==> src/rtl/neokeon_pkg.sv <==
// Shared types, round-constant defaults and GF(2^8) helpers
// for the Neokeon round controller.
package neokeon_pkg;

  typedef enum logic [1:0] {
    IDLE  = 2'd0,
    ROUND = 2'd1,
    FINAL = 2'd2,
    DONE  = 2'd3
  } state_t;

  localparam logic [7:0] RC_INIT_DEF = 8'h80;
  localparam logic [7:0] RC_LAST_DEF = 8'hd4;
  localparam logic [7:0] RC_POLY     = 8'h1b;

  function automatic logic [7:0] xtime(
    input logic [7:0] v
  );
    return {v[6:0], 1'b0} ^ (v[7] ? RC_POLY : 8'h00);
  endfunction

  // Undo xtime: a set LSB means the reduction polynomial was folded in
  function automatic logic [7:0] inv_xtime(
    input logic [7:0] v
  );
    logic [7:0] t;
    t = v[0] ? (v ^ RC_POLY) : v;
    return {v[0], t[7:1]};
  endfunction

endpackage

==> src/rtl/neokeon_round_controller_if.sv <==
// Handshake and datapath bundle between cipher top and round controller.
// NEOKEON_ABORT_EN adds the inAbort request line.
interface neokeon_round_controller_if;

  logic         inStart;
  logic         inDecrypt;
  logic [127:0] inDataState;
  logic [127:0] inRoundResult;
`ifdef NEOKEON_ABORT_EN
  logic         inAbort;
`endif
  logic [127:0] outRoundInput;
  logic [31:0]  outConstant1;
  logic [31:0]  outConstant2;
  logic         outFinal;
  logic         outBusy;
  logic         outValid;
  logic [127:0] outDataState;

  modport master (
`ifdef NEOKEON_ABORT_EN
    output inAbort,
`endif
    output inStart,
    output inDecrypt,
    output inDataState,
    output inRoundResult,
    input  outRoundInput,
    input  outConstant1,
    input  outConstant2,
    input  outFinal,
    input  outBusy,
    input  outValid,
    input  outDataState
  );

  modport slave (
`ifdef NEOKEON_ABORT_EN
    input  inAbort,
`endif
    input  inStart,
    input  inDecrypt,
    input  inDataState,
    input  inRoundResult,
    output outRoundInput,
    output outConstant1,
    output outConstant2,
    output outFinal,
    output outBusy,
    output outValid,
    output outDataState
  );

endinterface

==> src/rtl/neokeon_rc_gen.sv <==
// 8-bit round-constant register: load an initial value, then step
// forward (encrypt) or backward (decrypt) through the xtime sequence.
module neokeon_rc_gen
  import neokeon_pkg::*;
(
  input  logic       clk,
  input  logic       rst,
  input  logic       load,
  input  logic [7:0] init,
  input  logic       advance,
  input  logic       decrypt,
  output logic [7:0] rc
);

  always_ff @(posedge clk or posedge rst) begin
    if (rst) begin
      rc <= 8'h00;
    end else if (load) begin
      rc <= init;
    end else if (advance) begin
      rc <= decrypt ? inv_xtime(rc) : xtime(rc);
    end
  end

endmodule

==> src/rtl/neokeon_round_controller.sv <==
// Neokeon round sequencer: owns the working state, steps 16 rounds plus
// the final transform. NEOKEON_ABORT_EN enables mid-operation abort.
module neokeon_round_controller
  import neokeon_pkg::*;
#(
  parameter int         NUM_ROUNDS = 16,
  parameter logic [7:0] RC_INIT    = RC_INIT_DEF,
  parameter logic [7:0] RC_LAST    = RC_LAST_DEF
) (
  input  logic inClk,
  input  logic inRst,
  neokeon_round_controller_if.slave bus
);

  localparam int CW = $clog2(NUM_ROUNDS + 1);
  localparam logic [CW-1:0] CNT_LAST = CW'(NUM_ROUNDS - 1);

  state_t        state;
  state_t        state_nx;
  logic          decrypt_q;
  logic [CW-1:0] count;
  logic [127:0]  data_q;
  logic [127:0]  result_q;
  logic [7:0]    rc;
  logic [31:0]   rc_word;
  logic          rc_on;
  logic          start_ok;
  logic          adv;
  logic          load_res;
  logic          abort;

`ifdef NEOKEON_ABORT_EN
  assign abort = bus.inAbort;
`else
  assign abort = 1'b0;
`endif

  always_ff @(posedge inClk or posedge inRst) begin
    if (inRst) begin
      state <= IDLE;
    end else begin
      state <= state_nx;
    end
  end

  always_comb begin
    state_nx = state;
    start_ok = 1'b0;
    adv      = 1'b0;
    load_res = 1'b0;
    unique case (state)
      IDLE: begin
        if (bus.inStart) begin
          start_ok = 1'b1;
          state_nx = ROUND;
        end
      end
      ROUND: begin
        if (abort) begin
          state_nx = IDLE;
        end else begin
          adv = 1'b1;
          if (count == CNT_LAST) begin
            state_nx = FINAL;
          end
        end
      end
      FINAL: begin
        if (abort) begin
          state_nx = IDLE;
        end else begin
          load_res = 1'b1;
          state_nx = DONE;
        end
      end
      DONE: begin
        state_nx = IDLE;
      end
      default: begin
        state_nx = IDLE;
      end
    endcase
  end

  always_ff @(posedge inClk or posedge inRst) begin
    if (inRst) begin
      data_q    <= '0;
      decrypt_q <= 1'b0;
      count     <= '0;
    end else if (start_ok) begin
      data_q    <= bus.inDataState;
      decrypt_q <= bus.inDecrypt;
      count     <= '0;
    end else if (adv) begin
      data_q    <= bus.inRoundResult;
      count     <= count + CW'(1);
    end
  end

  always_ff @(posedge inClk or posedge inRst) begin
    if (inRst) begin
      result_q <= '0;
    end else if (load_res) begin
      result_q <= bus.inRoundResult;
    end
  end

  // rc lands on RC_LAST (enc) / RC_INIT (dec) exactly when FINAL begins
  neokeon_rc_gen u_rc (
    .clk     (inClk),
    .rst     (inRst),
    .load    (start_ok),
    .init    (bus.inDecrypt ? RC_LAST : RC_INIT),
    .advance (adv),
    .decrypt (decrypt_q),
    .rc      (rc)
  );

  assign rc_on   = (state == ROUND) || (state == FINAL);
  assign rc_word = {24'h000000, rc};

  assign bus.outConstant1  = (rc_on && !decrypt_q) ? rc_word : 32'h0;
  assign bus.outConstant2  = (rc_on && decrypt_q) ? rc_word : 32'h0;
  assign bus.outRoundInput = data_q;
  assign bus.outDataState  = result_q;
  assign bus.outFinal      = (state == FINAL);
  assign bus.outBusy       = (state != IDLE);
  assign bus.outValid      = (state == DONE);

endmodule

==> src/flat_wrapper.sv <==
// flat-port wrapper written by rule: the top's interface ports become plain ports
module neokeon_round_controller_flat import neokeon_pkg::*;
#(
  parameter int         NUM_ROUNDS = 16,
  parameter logic [7:0] RC_INIT    = RC_INIT_DEF,
  parameter logic [7:0] RC_LAST    = RC_LAST_DEF
)
  (inClk, inRst, bus_inStart, bus_inDecrypt, bus_inDataState, bus_inRoundResult, bus_outRoundInput, bus_outConstant1, bus_outConstant2, bus_outFinal, bus_outBusy, bus_outValid, bus_outDataState);
  neokeon_round_controller_if bus_i ();
  input  logic inClk;
  input  logic inRst;
  input wire logic [$bits(bus_i.inStart)-1:0] bus_inStart;
  input wire logic [$bits(bus_i.inDecrypt)-1:0] bus_inDecrypt;
  input wire logic [$bits(bus_i.inDataState)-1:0] bus_inDataState;
  input wire logic [$bits(bus_i.inRoundResult)-1:0] bus_inRoundResult;
  output wire logic [$bits(bus_i.outRoundInput)-1:0] bus_outRoundInput;
  output wire logic [$bits(bus_i.outConstant1)-1:0] bus_outConstant1;
  output wire logic [$bits(bus_i.outConstant2)-1:0] bus_outConstant2;
  output wire logic [$bits(bus_i.outFinal)-1:0] bus_outFinal;
  output wire logic [$bits(bus_i.outBusy)-1:0] bus_outBusy;
  output wire logic [$bits(bus_i.outValid)-1:0] bus_outValid;
  output wire logic [$bits(bus_i.outDataState)-1:0] bus_outDataState;
  assign bus_i.inStart = bus_inStart;
  assign bus_i.inDecrypt = bus_inDecrypt;
  assign bus_i.inDataState = bus_inDataState;
  assign bus_i.inRoundResult = bus_inRoundResult;
  assign bus_outRoundInput = bus_i.outRoundInput;
  assign bus_outConstant1 = bus_i.outConstant1;
  assign bus_outConstant2 = bus_i.outConstant2;
  assign bus_outFinal = bus_i.outFinal;
  assign bus_outBusy = bus_i.outBusy;
  assign bus_outValid = bus_i.outValid;
  assign bus_outDataState = bus_i.outDataState;
  neokeon_round_controller #(.NUM_ROUNDS(NUM_ROUNDS), .RC_INIT(RC_INIT), .RC_LAST(RC_LAST)) u_core (.inClk(inClk), .inRst(inRst), .bus(bus_i));
endmodule
==> config.mk <==
export PLATFORM = sky130hd
export DESIGN_NAME = neokeon_round_controller_flat
export DESIGN_NICKNAME = d
export VERILOG_FILES = /design/src/rtl/neokeon_pkg.sv /design/src/rtl/neokeon_round_controller_if.sv /design/src/rtl/neokeon_rc_gen.sv /design/src/rtl/neokeon_round_controller.sv /design/src/flat_wrapper.sv
export SDC_FILE = /design/constraint.sdc
export NUM_CORES = 1
export LEC_CHECK = 0
export ABC_AREA = 0
export CORE_AREA = 8 8 220 222
export DETAILED_ROUTE_END_ITERATION = 16
export DIE_AREA = 0 0 228 230
export SETUP_SLACK_MARGIN = 0.3
export SLEW_MARGIN = 5
export SYNTH_ARGS = -nofsm -noshare
export SYNTH_HDL_FRONTEND = slang
export SYNTH_SLANG_ARGS = --single-unit
==> constraint.sdc <==
create_clock -name inClk -period 8.85 [get_ports inClk]
set_input_delay 1.77 -clock inClk [delete_from_list [all_inputs] [get_ports inClk]]
set_output_delay 1.77 -clock inClk [all_outputs]
set_load 0.03 [all_outputs]
* Word-level counts from Yosys, hierarchy flattened
Cells that the tools add are included.
Storage, ports and cells: flip-flop bits (word level) 272, latch bits 0, bits in writable memories 0, bits in read-only memories 0, output and inout port bits 323, logic and storage cells 42, memories kept 0
Cells by class: add/subtract/negate cells 1, multipliers 0, divide/modulo/power cells 0, $lt $le $gt $ge 0, equality and inequality tests 6, shift-type cells 0, muxes and demuxes 19, bitwise gates (word level) 2, reductions and logical operators 8
Operators by type and width (count):
- two-way mux 128 bit | 2
- two-way mux 8 bit | 5
- two-way mux 5 bit | 4
- one-hot mux 2 bit (4 select lines) | 1
- XOR 8 x 5 -> 8 bit | 1
- two-way mux 7 bit | 1
- adder 5 x 1 -> 5 bit, second input constant | 1
- == test 5 x 4 -> 1 bit, second input constant | 1
- == test 2 bit, second input constant | 2
- two-way mux 1 bit | 4
- two-way mux 2 bit | 2
- inverter 4 bit | 1
- nonzero test 2 bit | 2
- == test 2 x 1 -> 1 bit, second input constant | 1
- logical AND 1 bit | 2
- zero test 2 bit | 1
- != test 2 x 1 -> 1 bit, second input constant | 1
- != test 2 bit, second input constant | 1
- AND reduction 2 bit | 1
- zero test 1 bit | 1
- logical OR 1 bit | 1

* Longest topological paths before layout
depth after elaboration 5, mapped depth 8

* Cells and area by module
From an unflattened synthesis, not the netlist that was laid out.
Unflattened totals: cells, all modules 991, area, all modules 12130.4 sq um
By module, submodules not included:
- neokeon_round_controller | times used 1, cells an instance 932, area an instance 11594.9 sq um
- neokeon_rc_gen | times used 1, cells an instance 59, area an instance 535.5 sq um

* Worst setup path after synthesis
No wires, ideal clock.
kind reg2out, start point reg u_core.state[0], end point out bus_outConstant1[0], arrival 1.397 ns, required time 7.080 ns, path slack 5.683 ns, cell stages (with the launch flop) 5, buffers on the path 0, path through dfrtp_1 -> inv_1 -> ha_1 -> nor2b_1 -> and2_1
Between the ends: longest elaborated chain between the ends 4
Ends and longest elaborated chain:
- start, declared | RTL line neokeon_round_controller.sv:18 | state_t state;
- start signal, assigned | RTL line neokeon_round_controller.sv:42 | state <= state_nx;
- == test 2 x 1 -> 1 bit / == test 2 bit (equally long branches) | RTL line neokeon_round_controller.sv:119 | assign rc_on = (state == ROUND) || (state == FINAL);
- logical OR 1 bit (*) | RTL line neokeon_round_controller.sv:119
- logical AND 1 bit (*) | RTL line neokeon_round_controller.sv:122 | assign bus.outConstant1 = (rc_on && !decrypt_q) ? rc_word : 32'h0;
- two-way mux 8 bit (*) | RTL line neokeon_round_controller.sv:122
- end, declared | RTL line flat_wrapper.sv:17 | output wire logic [$bits(bus_i.outConstant1)-1:0] bus_outConstant1;
Mark *: on every way between the ends. The rest lies on a longest branch, timed or not.

* Final worst setup path
start point reg u_core.state[0], end point out bus_outConstant1[3]
Same word-level chain as after synthesis.

==> summary.md <==
| Metric | Value |
|---|---|
| Flop pwr share | 27.8% |
| Fin cells | 2128 |
| WL per Instance | 20.15 um |
| Commonest register cell after synthesis | sky130_fd_sc_hd__dfrtp_1 |
| Final critical-path required period | 4.504 ns |
| Unrepaired setup endpoints after global routing | no |
| Critical Path Sink Type | output pin |
| Quantity of hold-fixing buffers added after cts | 0 |
| Total non-filler cell area in the finished layout | 18770 sq um |
| Transition at the pin with the smallest max-transition slack | 1.051 ns |
| Synthesized instance count | 986 |
| Synthesis Warnings | 0 |
| Setup slack after layout | 4.346 ns |
| Clock share of power | 16.4% |
| Capture instance of the worst register-to-register path | u_core.bus.outRoundInput[6] |
| Number of cell instances on the worst register-to-register path | 5 |
| Setup TNS after final layout | 0 ns |
| Layout-stage area growth over the synthesis result | 53.99% |
| Hold Path Class | flip-flop to flip-flop |
| Cell Pwr Density | 436.5 nW/um^2 |
| Vert. Die Dim | 230 um |
| Placement-stage cell area | 17700 sq um |
| Fin crit share | 50.89% |
| Number of nets in the layout | 1767 |
| Worst slew margin | 29.91% |
| Num rows | 78 |
| Register Area | 6807 sq um |
| Antenna violations before repair | 2 |
| Total Routed Length | 42890 um |
| Root buffer cell | sky130_fd_sc_hd__clkbuf_16 |
| Highest ir drop seen on vdd | 0.0002242 V |
| Nature of the critical path startpoint | flip-flop |
| Worst hold slack after final layout | 0.5030 ns |
| Cts bufs inserted | 34 |
| Number of enable-type register cells in the synthesized netlist | 0 |
| Fraction of final layout cells with drive strength greater than 1 | 13.83% |
| Synth area leader | sky130_fd_sc_hd__dfrtp_1 |
| Via Count | 9301 |
| Count of endpoints failing setup in the final report | 0 |
| Syn avg cell area | 12.36 sq um |
| Sequential area share after synthesis | 55.84% |
| Internal power contribution | 4.688 mW |
| Most numerous cell types in the synthesized netlist | sky130_fd_sc_hd__dfrtp_1, sky130_fd_sc_hd__mux2i_1, sky130_fd_sc_hd__mux2_2 |
| Clock tree skew after final layout | 0.02240 ns |
| Total Routing Usage GR | 15.73% |
| Wire length of the first global-routing pass | 65070 um |
| Number of slew-limit violations in the final report | 0 |
| Maximum clock rate | 222.0 MHz |
| Post-CTS Setup Repair Bufs | 0 |
| Max_cap viols | 0 |
| Number of nets with antenna violations after detailed routing | 0 |
| CTS sink count | 272 |
| Hold wc startpoint | u_core.bus.outDataState[7] |
| Pin count of the biggest net entering global routing | 134 |
| Area taken by multi-input logic gates | 4681 sq um |
| Run status | complete, no violations |
| Maximum fanout encountered on the critical timing path | 10 |
| Clock tree from TritonCTS | yes |
| End point of the most critical hold path | u_core.bus.outDataState[7] |
| Slack of the worst reg-to-reg path | 5.95 ns |
| Setup Slack @ Placement | 4.530 ns |
| Count of unique library cells instantiated by Yosys | 38 |
| Floorplan die area | 52440 sq um |
| Net switching fraction of the power | 42.79% |
| Area share of the leading cell type in the synthesized netlist | 55.84% |
| Number of register bits inferred by synthesis | 272 |
| Initial DRT Pass Iterations | 5 |
| Category of the critical setup timing path | flip-flop to output pin |
| Number of global-route vias before repair | 10110 |
| Initial standard-cell utilization of the core | 27.15% |
| Static power due to leakage | 7.605 nW |
| Placed cell count | 2065 |
| Final core utilization | 41.81% |
| Fraction of registers with async set/reset | 100.0% |
| Buffers from clock root to sink, at most | 3 |
| Insertion delay to the later sink of the worst-skew pair | 0.52 ns |
| Total net switching power | 3.506 mW |
| Cells taking the most area after synthesis | sky130_fd_sc_hd__dfrtp_1, sky130_fd_sc_hd__mux2_2, sky130_fd_sc_hd__mux2i_1 |
| Total core area | 44890 sq um |
| HPWL after detailed placement | 31680 um |
| Share of total power in combinational logic | 55.9% |
| Routability Congestion | 0.8191 |
| Cell Area, Synth | 12190 sq um |
| Post-layout total power | 8.194 mW |
| Die width | 228 um |
| Final hold violations | 0 |
| Number of remaining DRC errors | 0 |
| Library cell with the highest instance count after synthesis | sky130_fd_sc_hd__dfrtp_1 |
| Deepest level of the CTS H-tree | 2 |
| I/O pin count | 583 |
| Critical Path AT | 2.73 ns |
| Count of buffers from port buffering | 534 |
| Total of fill cells in the finished design | 4277 |
| WHS Path Cells | 1 |
| Required time reported for the critical path endpoint | 7.08 ns |
| Final global-route overflow total | 0 |
| Resized Gates After CTS | 0 |
| DRC violation total after the first TritonRoute iteration | 391 |
| Clock edge transition at the registers on the reported setup and hold paths | 0.06 ns |
| Via density per instance | 4.371 |
| Crit Reg-Reg Startpoint | u_core.state[0] |
[metal layers]
layer	track usage, %	wire (um)	up-vias
met2	27.16	21600	348
li1	-	-	4336
met4	5.554	1155	2
met1	18.07	16770	4555
met3	5.233	3340	60
met5	0	13	-
[layout by cell type, fill, tap and decap left out, types with 3 or more instances in the layout]
master | netlist | final
sky130_fd_sc_hd__nor2b_1 | 3 | 3
sky130_fd_sc_hd__a31oi_1 | 3 | 3
sky130_fd_sc_hd__clkbuf_8 | 0 | 4
sky130_fd_sc_hd__clkinv_2 | 0 | 7
sky130_fd_sc_hd__nor2_1 | 8 | 8
sky130_fd_sc_hd__o21ai_0 | 60 | 60
sky130_fd_sc_hd__ha_1 | 6 | 4
sky130_fd_sc_hd__buf_4 | 59 | 9
sky130_fd_sc_hd__nand2b_1 | 6 | 6
sky130_fd_sc_hd__o21ai_2 | 8 | 8
sky130_fd_sc_hd__conb_1 | 1 | 48
sky130_fd_sc_hd__nand2_2 | 7 | 7
sky130_fd_sc_hd__clkdlybuf4s50_1 | 0 | 534
sky130_fd_sc_hd__mux2i_1 | 133 | 133
sky130_fd_sc_hd__and2_1 | 8 | 8
sky130_fd_sc_hd__dfrtp_1 | 272 | 272
sky130_fd_sc_hd__xor2_1 | 6 | 6
sky130_fd_sc_hd__nand2_1 | 129 | 129
sky130_fd_sc_hd__o21ai_1 | 63 | 63
sky130_fd_sc_hd__clkbuf_1 | 5 | 10
sky130_fd_sc_hd__clkbuf_16 | 0 | 35
sky130_fd_sc_hd__inv_1 | 6 | 5
sky130_fd_sc_hd__and3_1 | 9 | 9
sky130_fd_sc_hd__mux2_2 | 130 | 130
[cells by family (layout without fill, tap and decap cells)]
group / after synthesis / in the layout / share of synthesized area, %
AO/OA/AOI/OAI: 143 / 143 / 6.364
flip-flops: 272 / 272 / 55.84
buffers and inverters: 118 / 611 / 7.411
other: 1 / 50 / 0.03076
adder cells (fa/ha/maj): 6 / 6 / 0.6159
multiplexers: 263 / 263 / 22.93
XOR/XNOR: 8 / 8 / 0.5749
AND/OR/NAND/NOR: 175 / 175 / 6.231
[sequential cells by signal (all words and copies together) (netlist names)]
signal	cells
u_core.u_rc.rc	8
u_core.state	2
u_core.bus.outRoundInput	128
u_core.bus.outDataState	128
u_core.decrypt_q	1
u_core.count	5
[worst max-delay path: stages (launching register included)]
cell,delay (ns)
sky130_fd_sc_hd__dfrtp_1,0.43
sky130_fd_sc_hd__inv_1,0.12
sky130_fd_sc_hd__ha_1,0.46
sky130_fd_sc_hd__nor2b_1,0.36
sky130_fd_sc_hd__and2_1,0.18
sky130_fd_sc_hd__clkdlybuf4s50_1,0.68
[power groups by stage]
stage / sequential, mW / clock, mW / combinational, mW
3_3_place_gp: 2.27 / 0 / 4.62
2_1_floorplan: 3.42 / 0 / 1.67
6_report: 2.27 / 1.34 / 4.58
3_5_place_dp: 2.29 / 0 / 4.65
4_1_cts: 2.28 / 1.40 / 4.66
5_1_grt: 2.36 / 1.43 / 4.84
[layout make-up]
type / count / area share, %
diodes: 2 / 0.02666
clock buffers: 49 / 5.159
clock inverters: 12 / 0.5333
inverters: 6 / 0.1400
multi-input cells: 643 / 24.94
flip-flops and latches: 272 / 36.26
well taps: 600 / 3.999
repair buffers: 544 / 28.94
[how the worst max path moves through the flow]
stage                          from                            end  slack (ns)
floorplan                     inRst     u_core.bus.outDataState[0]        3.48
finish              u_core.state[0]            bus_outConstant1[3]        4.35
detailed placement      bus_inStart  u_core.bus.outRoundInput[126]        4.53
CTS                 u_core.state[0]            bus_outConstant1[3]        4.29
global route        u_core.state[0]            bus_outConstant1[7]        4.17
global placement        bus_inStart   u_core.bus.outRoundInput[14]        4.61
Power figures use the tool's default switching activity.
